==> src/rtl/disp_sched_if.sv <==
// Bundles the scheduler's control inputs, time sources and display outputs.
interface disp_sched_if;
  logic        mode_btn;
  logic        peek_req;
  logic [1:0]  peek_page;
  logic        alarm_ring;
  logic [20:0] src0_data;
  logic [20:0] src1_data;
  logic [20:0] src2_data;
  logic [20:0] data;
  logic [1:0]  page;
  logic        peeking;

  modport master (
    output mode_btn, peek_req, peek_page, alarm_ring, src0_data, src1_data, src2_data,
    input  data, page, peeking
  );

  modport slave (
    input  mode_btn, peek_req, peek_page, alarm_ring, src0_data, src1_data, src2_data,
    output data, page, peeking
  );
endinterface

==> src/rtl/disp_sched.sv <==
// Chooses which time source drives the 7-segment data bus: round-robin base page,
// a timed peek overlay, and a forced alarm page while the alarm rings.
module disp_sched #(
  parameter int unsigned HOLD_CYCLES = 150_000_000
) (
  input logic         clk,
  input logic         rst,
  disp_sched_if.slave bus
);

  localparam int unsigned HW = (HOLD_CYCLES > 1) ? $clog2(HOLD_CYCLES) : 1;
  localparam logic [HW-1:0] HOLD_LOAD = HW'(HOLD_CYCLES - 1);

  typedef enum logic [1:0] {NORMAL, PEEK, FORCE} state_e;

  state_e      state_q, state_d;
  logic [1:0]  base_page_q, base_page_d;
  logic [1:0]  peek_pg_q, peek_pg_d;
  logic [HW-1:0] hold_cnt_q, hold_cnt_d;
  logic [20:0] data_q, data_d;
  logic [1:0]  page_q, page_d;
  logic        peeking_q, peeking_d;

  logic        peek_ok;
  logic [1:0]  base_next;
  logic [20:0] sel;

  function automatic logic [6:0] clamp7(input logic [6:0] f);
    return (f > 7'd99) ? 7'd99 : f;
  endfunction

  assign peek_ok   = bus.peek_req && (bus.peek_page != 2'd3);
  assign base_next = (base_page_q == 2'd2) ? 2'd0 : base_page_q + 2'd1;

  always_comb begin
    state_d     = state_q;
    base_page_d = base_page_q;
    peek_pg_d   = peek_pg_q;
    hold_cnt_d  = hold_cnt_q;
    unique case (state_q)
      NORMAL: begin
        if (bus.alarm_ring) begin
          state_d = FORCE;
        end else if (peek_ok) begin
          state_d    = PEEK;
          peek_pg_d  = bus.peek_page;
          hold_cnt_d = HOLD_LOAD;
        end else if (bus.mode_btn) begin
          base_page_d = base_next;
        end
      end
      PEEK: begin
        if (bus.alarm_ring) begin
          state_d = FORCE;
        end else if (peek_ok) begin
          peek_pg_d  = bus.peek_page;
          hold_cnt_d = HOLD_LOAD;
        end else if (bus.mode_btn) begin
          state_d = NORMAL;
        end else if (hold_cnt_q == '0) begin
          state_d = NORMAL;
        end else begin
          hold_cnt_d = hold_cnt_q - HW'(1);
        end
      end
      FORCE: begin
        if (!bus.alarm_ring) state_d = NORMAL;
      end
      default: state_d = NORMAL;
    endcase
  end

  // Output registers are fed from the next-state selection so page and data
  // always describe the same source in the same cycle.
  always_comb begin
    page_d    = base_page_d;
    peeking_d = 1'b0;
    unique case (state_d)
      PEEK: begin
        page_d    = peek_pg_d;
        peeking_d = 1'b1;
      end
      FORCE:   page_d = 2'd1;
      default: page_d = base_page_d;
    endcase
    unique case (page_d)
      2'd0:    sel = bus.src0_data;
      2'd1:    sel = bus.src1_data;
      2'd2:    sel = bus.src2_data;
      default: sel = '0;
    endcase
    data_d = {clamp7(sel[20:14]), clamp7(sel[13:7]), clamp7(sel[6:0])};
  end

  always_ff @(posedge clk or negedge rst) begin
    if (!rst) begin
      state_q     <= NORMAL;
      base_page_q <= '0;
      peek_pg_q   <= '0;
      hold_cnt_q  <= '0;
      data_q      <= '0;
      page_q      <= '0;
      peeking_q   <= 1'b0;
    end else begin
      state_q     <= state_d;
      base_page_q <= base_page_d;
      peek_pg_q   <= peek_pg_d;
      hold_cnt_q  <= hold_cnt_d;
      data_q      <= data_d;
      page_q      <= page_d;
      peeking_q   <= peeking_d;
    end
  end

  assign bus.data    = data_q;
  assign bus.page    = page_q;
  assign bus.peeking = peeking_q;

endmodule

==> src/flat_wrapper.sv <==
// flat-port wrapper written by rule: the top's interface ports become plain ports
module disp_sched_flat 
#(
  parameter int unsigned HOLD_CYCLES = 150_000_000
)
  (clk, rst, bus_mode_btn, bus_peek_req, bus_peek_page, bus_alarm_ring, bus_src0_data, bus_src1_data, bus_src2_data, bus_data, bus_page, bus_peeking);
  disp_sched_if bus_i ();
  input logic clk;
  input logic rst;
  input wire logic [$bits(bus_i.mode_btn)-1:0] bus_mode_btn;
  input wire logic [$bits(bus_i.peek_req)-1:0] bus_peek_req;
  input wire logic [$bits(bus_i.peek_page)-1:0] bus_peek_page;
  input wire logic [$bits(bus_i.alarm_ring)-1:0] bus_alarm_ring;
  input wire logic [$bits(bus_i.src0_data)-1:0] bus_src0_data;
  input wire logic [$bits(bus_i.src1_data)-1:0] bus_src1_data;
  input wire logic [$bits(bus_i.src2_data)-1:0] bus_src2_data;
  output wire logic [$bits(bus_i.data)-1:0] bus_data;
  output wire logic [$bits(bus_i.page)-1:0] bus_page;
  output wire logic [$bits(bus_i.peeking)-1:0] bus_peeking;
  assign bus_i.mode_btn = bus_mode_btn;
  assign bus_i.peek_req = bus_peek_req;
  assign bus_i.peek_page = bus_peek_page;
  assign bus_i.alarm_ring = bus_alarm_ring;
  assign bus_i.src0_data = bus_src0_data;
  assign bus_i.src1_data = bus_src1_data;
  assign bus_i.src2_data = bus_src2_data;
  assign bus_data = bus_i.data;
  assign bus_page = bus_i.page;
  assign bus_peeking = bus_i.peeking;
  disp_sched #(.HOLD_CYCLES(HOLD_CYCLES)) u_core (.clk(clk), .rst(rst), .bus(bus_i));
endmodule
==> config.mk <==
export PLATFORM = sky130hd
export DESIGN_NAME = disp_sched_flat
export DESIGN_NICKNAME = d
export VERILOG_FILES = /design/src/rtl/disp_sched_if.sv /design/src/rtl/disp_sched.sv /design/src/flat_wrapper.sv
export SDC_FILE = /design/constraint.sdc
export NUM_CORES = 1
export LEC_CHECK = 0
export ABC_AREA = 1
export BUFFER_PORTS_ARGS = -buffer_cell sky130_fd_sc_hd__buf_2
export CORE_MARGIN = 8
export CORE_UTILIZATION = 35
export DETAILED_ROUTE_END_ITERATION = 7
export PLACE_DENSITY = 0.57
export SLEW_MARGIN = 20
export SYNTH_ARGS = -nofsm -noshare
export SYNTH_HDL_FRONTEND = slang
export SYNTH_SLANG_ARGS = --single-unit
==> constraint.sdc <==
create_clock -name clk -period 2.8 [get_ports clk]
set_input_delay 0.14 -clock clk [delete_from_list [all_inputs] [get_ports clk]]
set_output_delay 0.14 -clock clk [all_outputs]
set_load 0.01 [all_outputs]
### Word level (Yosys, flattened, before mapping)

Index checks and enable logic that the tools add are counted.

| word-level totals | value |
|---|---|
| flip-flop bits (word level) | 58 |
| input bits | 70 |
| output and inout bits | 24 |
| logic and storage cells | 61 |

| operators by class | value |
|---|---|
| $add $sub $neg | 2 |
| order comparisons | 3 |
| equality and inequality tests | 13 |
| multiplexer cells | 29 |
| reduce and logical (&&, ||, !) cells | 7 |

Operators by type and width:

| kind | count |
|---|---|
| 28-bit two-way mux | 6 |
| 21-bit one-hot mux with 3 select lines | 1 |
| 28-bit one-hot mux with 2 select lines | 1 |
| 2-bit two-way mux | 15 |
| 28-bit zero test | 1 |
| 28-bit by 1-bit subtractor with 28-bit output, second input constant | 1 |
| 7-bit > comparator, second input constant | 3 |
| 7-bit two-way mux | 3 |
| 2-bit equality test, second input constant | 4 |
| 2-bit by 1-bit equality test with 1-bit output, second input constant | 3 |
| 2-bit inequality test, second input constant | 3 |
| 3-bit by 2-bit inequality test with 1-bit output, second input constant | 2 |
| 2-bit one-hot mux with 3 select lines | 1 |
| 6-bit AND reduction | 1 |
| 2-bit zero test | 2 |
| 2-bit one-hot mux with 2 select lines | 1 |
| 2-bit by 1-bit adder with 2-bit output, second input constant | 1 |
| 2-bit by 1-bit inequality test with 1-bit output, second input constant | 1 |
| 2-bit nonzero test | 1 |
| 2-bit OR reduction | 1 |
| 1-bit logical AND | 1 |
| 1-bit two-way mux | 1 |

### Logic depth before layout (Yosys ltp)

| depth | value |
|---|---|
| depth in word-level cells | 12 |
| mapped depth | 25 |
| gate-level depth less buffers | 22 |

### Worst setup path after synthesis

OpenSTA, ideal clock, no wires.

| timing path | value |
|---|---|
| path type | reg-to-reg |
| start point | reg u_core.hold_cnt_q[0] |
| end point | reg u_core.data_q[7] (netlist: u_core.bus.data[7]) |
| setup time | 0.119 ns |
| arrival time | 2.928 ns |
| required time | 2.681 ns |
| slack | -0.247 ns |
| cell stages (with the launch flop) | 26 |
| buffers on the path | 3 |
| clock period less this slack | 3.047 ns |
| cells stage by stage | dfrtp_1 > inv_1 > ha_1 > inv_1 > nor2_2 > nand2_1 > nor3_2 > nand4_1 > nand4_1 > nand2_1 > buf_2 > buf_2 > ha_1 > inv_1 > nor2_1 > nand2_4 > nand2_8 > nand2_4 > inv_4 > buf_6 > nand2_1 > nand2_1 > nor2_2 > nand2_1 > nand2_1 > nand2_1 |

| between the ends | value |
|---|---|
| longest elaborated chain between the ends | 12 |
| elaborated cells on any way between the ends | 15 |
| classes of those cells | order compare: 1; eq/ne: 4; mux: 8; reduce/logical: 2 |

RTL lines:

| element | line | text |
|---|---|---|
| from (decl) | disp_sched.sv:19 | `logic [HW-1:0] hold_cnt_q, hold_cnt_d;` |
| from (signal assigned) | disp_sched.sv:108 | `hold_cnt_q <= hold_cnt_d;` |
| 28-bit zero test * | disp_sched.sv:60 | `end else if (hold_cnt_q == '0) begin` |
| 2-bit two-way mux * | disp_sched.sv:60 |  |
| 2-bit two-way mux * | disp_sched.sv:58 | `end else if (bus.mode_btn) begin` |
| 2-bit two-way mux * | disp_sched.sv:55 | `end else if (peek_ok) begin` |
| 2-bit two-way mux * | disp_sched.sv:53 | `if (bus.alarm_ring) begin` |
| 2-bit one-hot mux with 3 select lines * | disp_sched.sv:40 | `unique case (state_q)` |
| via u_core.state_d[0] | disp_sched.sv:16 | `state_e state_q, state_d;` |
| 2-bit equality test / 2-bit by 1-bit equality test with 1-bit output (equally long branches) | disp_sched.sv:78 | `unique case (state_d)` |
| 2-bit one-hot mux with 2 select lines * | disp_sched.sv:78 |  |
| via u_core.page_d[1] | disp_sched.sv:21 | `logic [1:0] page_q, page_d;` |
| 2-bit equality test (tied with other cells) | disp_sched.sv:86 | `unique case (page_d)` |
| 21-bit one-hot mux with 3 select lines * | disp_sched.sv:86 |  |
| 7-bit > comparator | disp_sched.sv:29 | `return (f > 7'd99) ? 7'd99 : f;` |
| 7-bit two-way mux * | disp_sched.sv:29 |  |
| via u_core.data_d[7] | disp_sched.sv:20 | `logic [20:0] data_q, data_d;` |
| to (signal assigned) | disp_sched.sv:109 | `data_q <= data_d;` |
| to (decl) | disp_sched.sv:20 |  |

Mark *: on every way through the listed nets, which the timed path passes. The rest lies on a longest branch.
A chain may end at the register's enable or synchronous reset.

### Worst setup path after layout

| timing path | value |
|---|---|
| start point | reg u_core.hold_cnt_q[1] |
| end point | reg u_core.data_q[0] (netlist: u_core.bus.data[0]) |

| between the ends | value |
|---|---|
| longest elaborated chain between the ends | 12 |
| elaborated cells on any way between the ends | 15 |
| classes of those cells | order compare: 1; eq/ne: 4; mux: 8; reduce/logical: 2 |

RTL lines:

| element | line |
|---|---|
| 28-bit zero test * | disp_sched.sv:60 |
| 2-bit two-way mux * | disp_sched.sv:60 |
| 2-bit two-way mux * | disp_sched.sv:58 |
| 2-bit two-way mux * | disp_sched.sv:55 |
| 2-bit two-way mux * | disp_sched.sv:53 |
| 2-bit one-hot mux with 3 select lines * | disp_sched.sv:40 |
| 2-bit equality test / 2-bit by 1-bit equality test with 1-bit output (equally long branches) | disp_sched.sv:78 |
| 2-bit one-hot mux with 2 select lines * | disp_sched.sv:78 |
| via u_core.page_d[1] | disp_sched.sv:21 |
| 2-bit equality test (tied with other cells) | disp_sched.sv:86 |
| 21-bit one-hot mux with 3 select lines * | disp_sched.sv:86 |
| 7-bit > comparator | disp_sched.sv:29 |
| 7-bit two-way mux * | disp_sched.sv:29 |
| via u_core.data_d[0] | disp_sched.sv:20 |

Marks and branches as above.

==> out/metrics.csv <==
stage;metric;value;unit
logic_synthesis;top-area cell type share of the netlist area;40.4;%
die;starting density of the core;35.4;%
logic_synthesis;Synth async-reset ratio;100;%
power_and_ir_drop;total power;2940;uW
placement;Cells after DPL;730;
logic_synthesis;post-synth top area cell;dfrtp_1;
timing;endpoints failing hold;0;
die;Core Area;10100;sq um
global_routing;vias in the first global route;3875;
clock_network;Clock Sinks;58;
cells_and_area;Finished Layout Cells;762;
die;die area;13800;sq um
setup_path;CP endpoint kind;flip-flop;
drt;DRC violation count after routing;0;
power_and_ir_drop;Static Leakage;0.00243;uW
logic_synthesis;Post-synth EDFFs;0;
timing;clk_skew;9.28;ps
die;row count;37;
drt;WL/cell;14.5;microns
logic_synthesis;Seq/Total Area, Yosys;40.4;%
die;Die W;117;microns
setup_path;CP Launch Type;flip-flop;
clock_network;CTS max path bufs;2;
clock_network;CTS root buffer;clkbuf_8;
timing;Final Setup Violations;0;
logic_synthesis;ys flop type;dfrtp_1;
setup_path;Data required, critical path;3040;ps
cells_and_area;synthesis-to-finish area growth;34.1;%
clock_network;CTS tree;yes;
clock_network;Num CTS Buffers;9;
logic_synthesis;synthesized flop and latch total;58;
setup_path;Max FO, Critical Path;7;
run;max-cap violations;0;
drt;drt pass-1 iters;4;
cells_and_area;final net count;694;
global_routing;largest net degree at the start of global routing;48;
power_and_ir_drop;worst vdd ir;0.286;mV
setup_path;CP arrival;2880;ps
logic_synthesis;Syn Area/Cell;7.38;sq um
cells_and_area;Inserted Diodes;0;
timing;max-slew violations;0;
clock_network;worst skew pair latency;350;ps
timing;minimum clock period;2640;ps
die;I/O pin count;94;
timing;final worst-path cycle share;94.3;%
logic_synthesis;top cells by count, synth;127 x nand2_1, 58 x dfrtp_1, 55 x nand3_1;
power_and_ir_drop;Power Density;611;nW/um^2
logic_synthesis;main area contributors after synthesis;dfrtp_1 40%, nand2_1 13%, nand3_1 7.7%, nor2_1 5.3%, inv_1 4.9%;
logic_synthesis;Net Count, Synth;560;
drt;routed wire length;11100;microns
drt;1st-iter DRT viols;147;
placement;port bufs;93;
logic_synthesis;count of different cell masters after synthesis;38;
timing;Slew HR;62.4;%
global_routing;first-pass GRT wire length;18300;microns
clock_network;Reg clk slew, reported paths;80;ps
cells_and_area;layout cell share with drive strength beyond 1;34.5;%
setup_path;CP Class;reg2reg;
logic_synthesis;synthesized instance count;487;
logic_synthesis;yosys warns;0;
drt;via count;3631;
placement;DP Wirelength;8360;microns
logic_synthesis;synthesized cell area;3590;sq um
global_routing;GRT Util Overall;16.1;%
timing;worst-margin pin slew;563;ps
global_routing;initial antenna violation count;0;
logic_synthesis;cell with the most instances after synthesis;nand2_1;
timing;RSZ-0062 raised after global routing;yes;
drt;vias per std cell;4.77;
die;Die Ht;117;microns
drt;Final ANT Viol Nets;0;
hold_path;Worst Hold Class;in2reg;
run_status;status;complete, no violations;
clock_network;CTS H-Tree Depth;3;
global_routing;global route total overflow;0;
placement;Placer Congestion;0.907;
timing;fmax;0.379;GHz
## cell usage in the layout (no fill, tap or decap), drive strengths merged, types with 2 or more instances in the layout
| master | instances |
|---|---|
| or2 | 2 |
| nor2 | 58 |
| xor2 | 11 |
| dlygate4sd3 | 5 |
| nand4 | 9 |
| clkinv | 5 |
| inv | 55 |
| clkinvlp | 3 |
| nor4 | 2 |
| dfrtp | 58 |
| nand3 | 63 |
| ha | 3 |
| o21a | 3 |
| nor3 | 15 |
| and2 | 4 |
| nand2 | 142 |
| clkbuf | 10 |
| o31ai | 3 |
| o21ai | 31 |
| a21oi | 11 |
| buf | 130 |
## repair_timing
action	in CTS	in global routing
setup endpoints to repair	8	16
cloned	0	1
hold buffers	5	0
resized for setup	3	29
hold endpoints to repair	19	0
pin swaps	3	21
buffers inserted	0	10
## path summary, 6_finish.rpt
path / cells past startpoint / from / to / slack, ps
worst max register to register: 22 / u_core.hold_cnt_q[1]$_DFFE_PN0P_ / u_core.bus.data[0]$_DFF_PN0_ / 160
min in group asynchronous: 2 / rst / u_core.hold_cnt_q[5]$_DFFE_PN0P_ / 230
max in group asynchronous: 3 / rst / u_core.bus.data[16]$_DFF_PN0_ / 1680
worst min register to register: 2 / u_core.peek_pg_q[1]$_DFF_PN0_ / u_core.peek_pg_q[1]$_DFF_PN0_ / 530
worst max-delay path: 22 / u_core.hold_cnt_q[1]$_DFFE_PN0P_ / u_core.bus.data[0]$_DFF_PN0_ / 160
worst min-delay path: 3 / bus_src0_data[14] / u_core.bus.data[14]$_DFF_PN0_ / 20
## power breakdown
| part | total (uW) | leakage (uW) | switching (uW) | internal (uW) |
|---|---|---|---|---|
| registers | 1090 | 0.000710 | 83.1 | 1000 |
| clock network | 743 | 0.0000855 | 391 | 352 |
| logic | 1110 | 0.00164 | 658 | 454 |
| total | 2940 | 0.00243 | 1130 | 1810 |
## stage by stage
stage	worst slack (ps)	area (sq um)	util, %	hold WS [ps]	TNS, ps
after floorplan	15.3	3640	-	-156	0
after global placement	32.1	4370	43.1	84.7	0
after detailed placement	-52.9	4370	43.1	87.6	-157
after CTS	10.4	4620	45.6	1.21	0
after global routing	-13.9	4820	47.5	16.6	-42.7
final	160	4820	47.5	16.6	0
## worst max-delay path, stage by stage, from the launching register on
cell and delay (ps):
dfrtp_1 400, inv_2 80, ha_4 130, inv_2 40, nor2_2 100, nand2_1 70
nor3_2 130, nand4_1 120, nand4_1 110, nand2_2 100, inv_4 70, ha_4 220
nor2_4 110, nand2_4 70, nand2_8 140, nor2_4 70, buf_12 130, nand2_1 70
nand3_2 70, nand2_1 90, clkinv_2 90, nand2_2 80, nand2_1 50
## metal layers
metal | share of wire, % | global-route usage, % | vias to the layer above
met1 | 44 | 19.1 | 1644
met5 | 0 | 0 | -
met3 | 6.8 | 4.84 | 16
li1 | - | - | 1836
met4 | 1.8 | 6.41 | 0
met2 | 47 | 26.8 | 135
## registers in the layout, summed over array words and instances (netlist names)
| signal | cells |
|---|---|
| u_core.base_page_q | 2 |
| u_core.bus.data | 21 |
| u_core.bus.page | 2 |
| u_core.bus.peeking | 1 |
| u_core.hold_cnt_q | 28 |
| u_core.peek_pg_q | 2 |
| u_core.state_q | 2 |
## layout make-up
| type | instances | area [sq um] |
|---|---|---|
| Clock inverter | 6 | 48.8 |
| Clock buffer | 10 | 138 |
| Multi-Input combinational cell | 360 | 1970 |
| Tap cell | 136 | 170 |
| Fill cell | 1016 | 5320 |
| Sequential cell | 58 | 1450 |
| Timing Repair Buffer | 135 | 817 |
| Inverter | 57 | 226 |
## kinds of logic (layout without fill, tap and decap cells)
| group | Yosys count | in the layout | synth area share, % |
|---|---|---|---|
| xor gates and xnor gates | 12 | 12 | 2.92 |
| adders and majority gates | 3 | 3 | 1.04 |
| DFF | 58 | 58 | 40.4 |
| buffers and inverters | 70 | 208 | 8.67 |
| and+or+nand+nor | 295 | 296 | 39.3 |
| AOI/OAI and AO/OA | 49 | 49 | 7.63 |
Power figures use the tool's default switching activity.
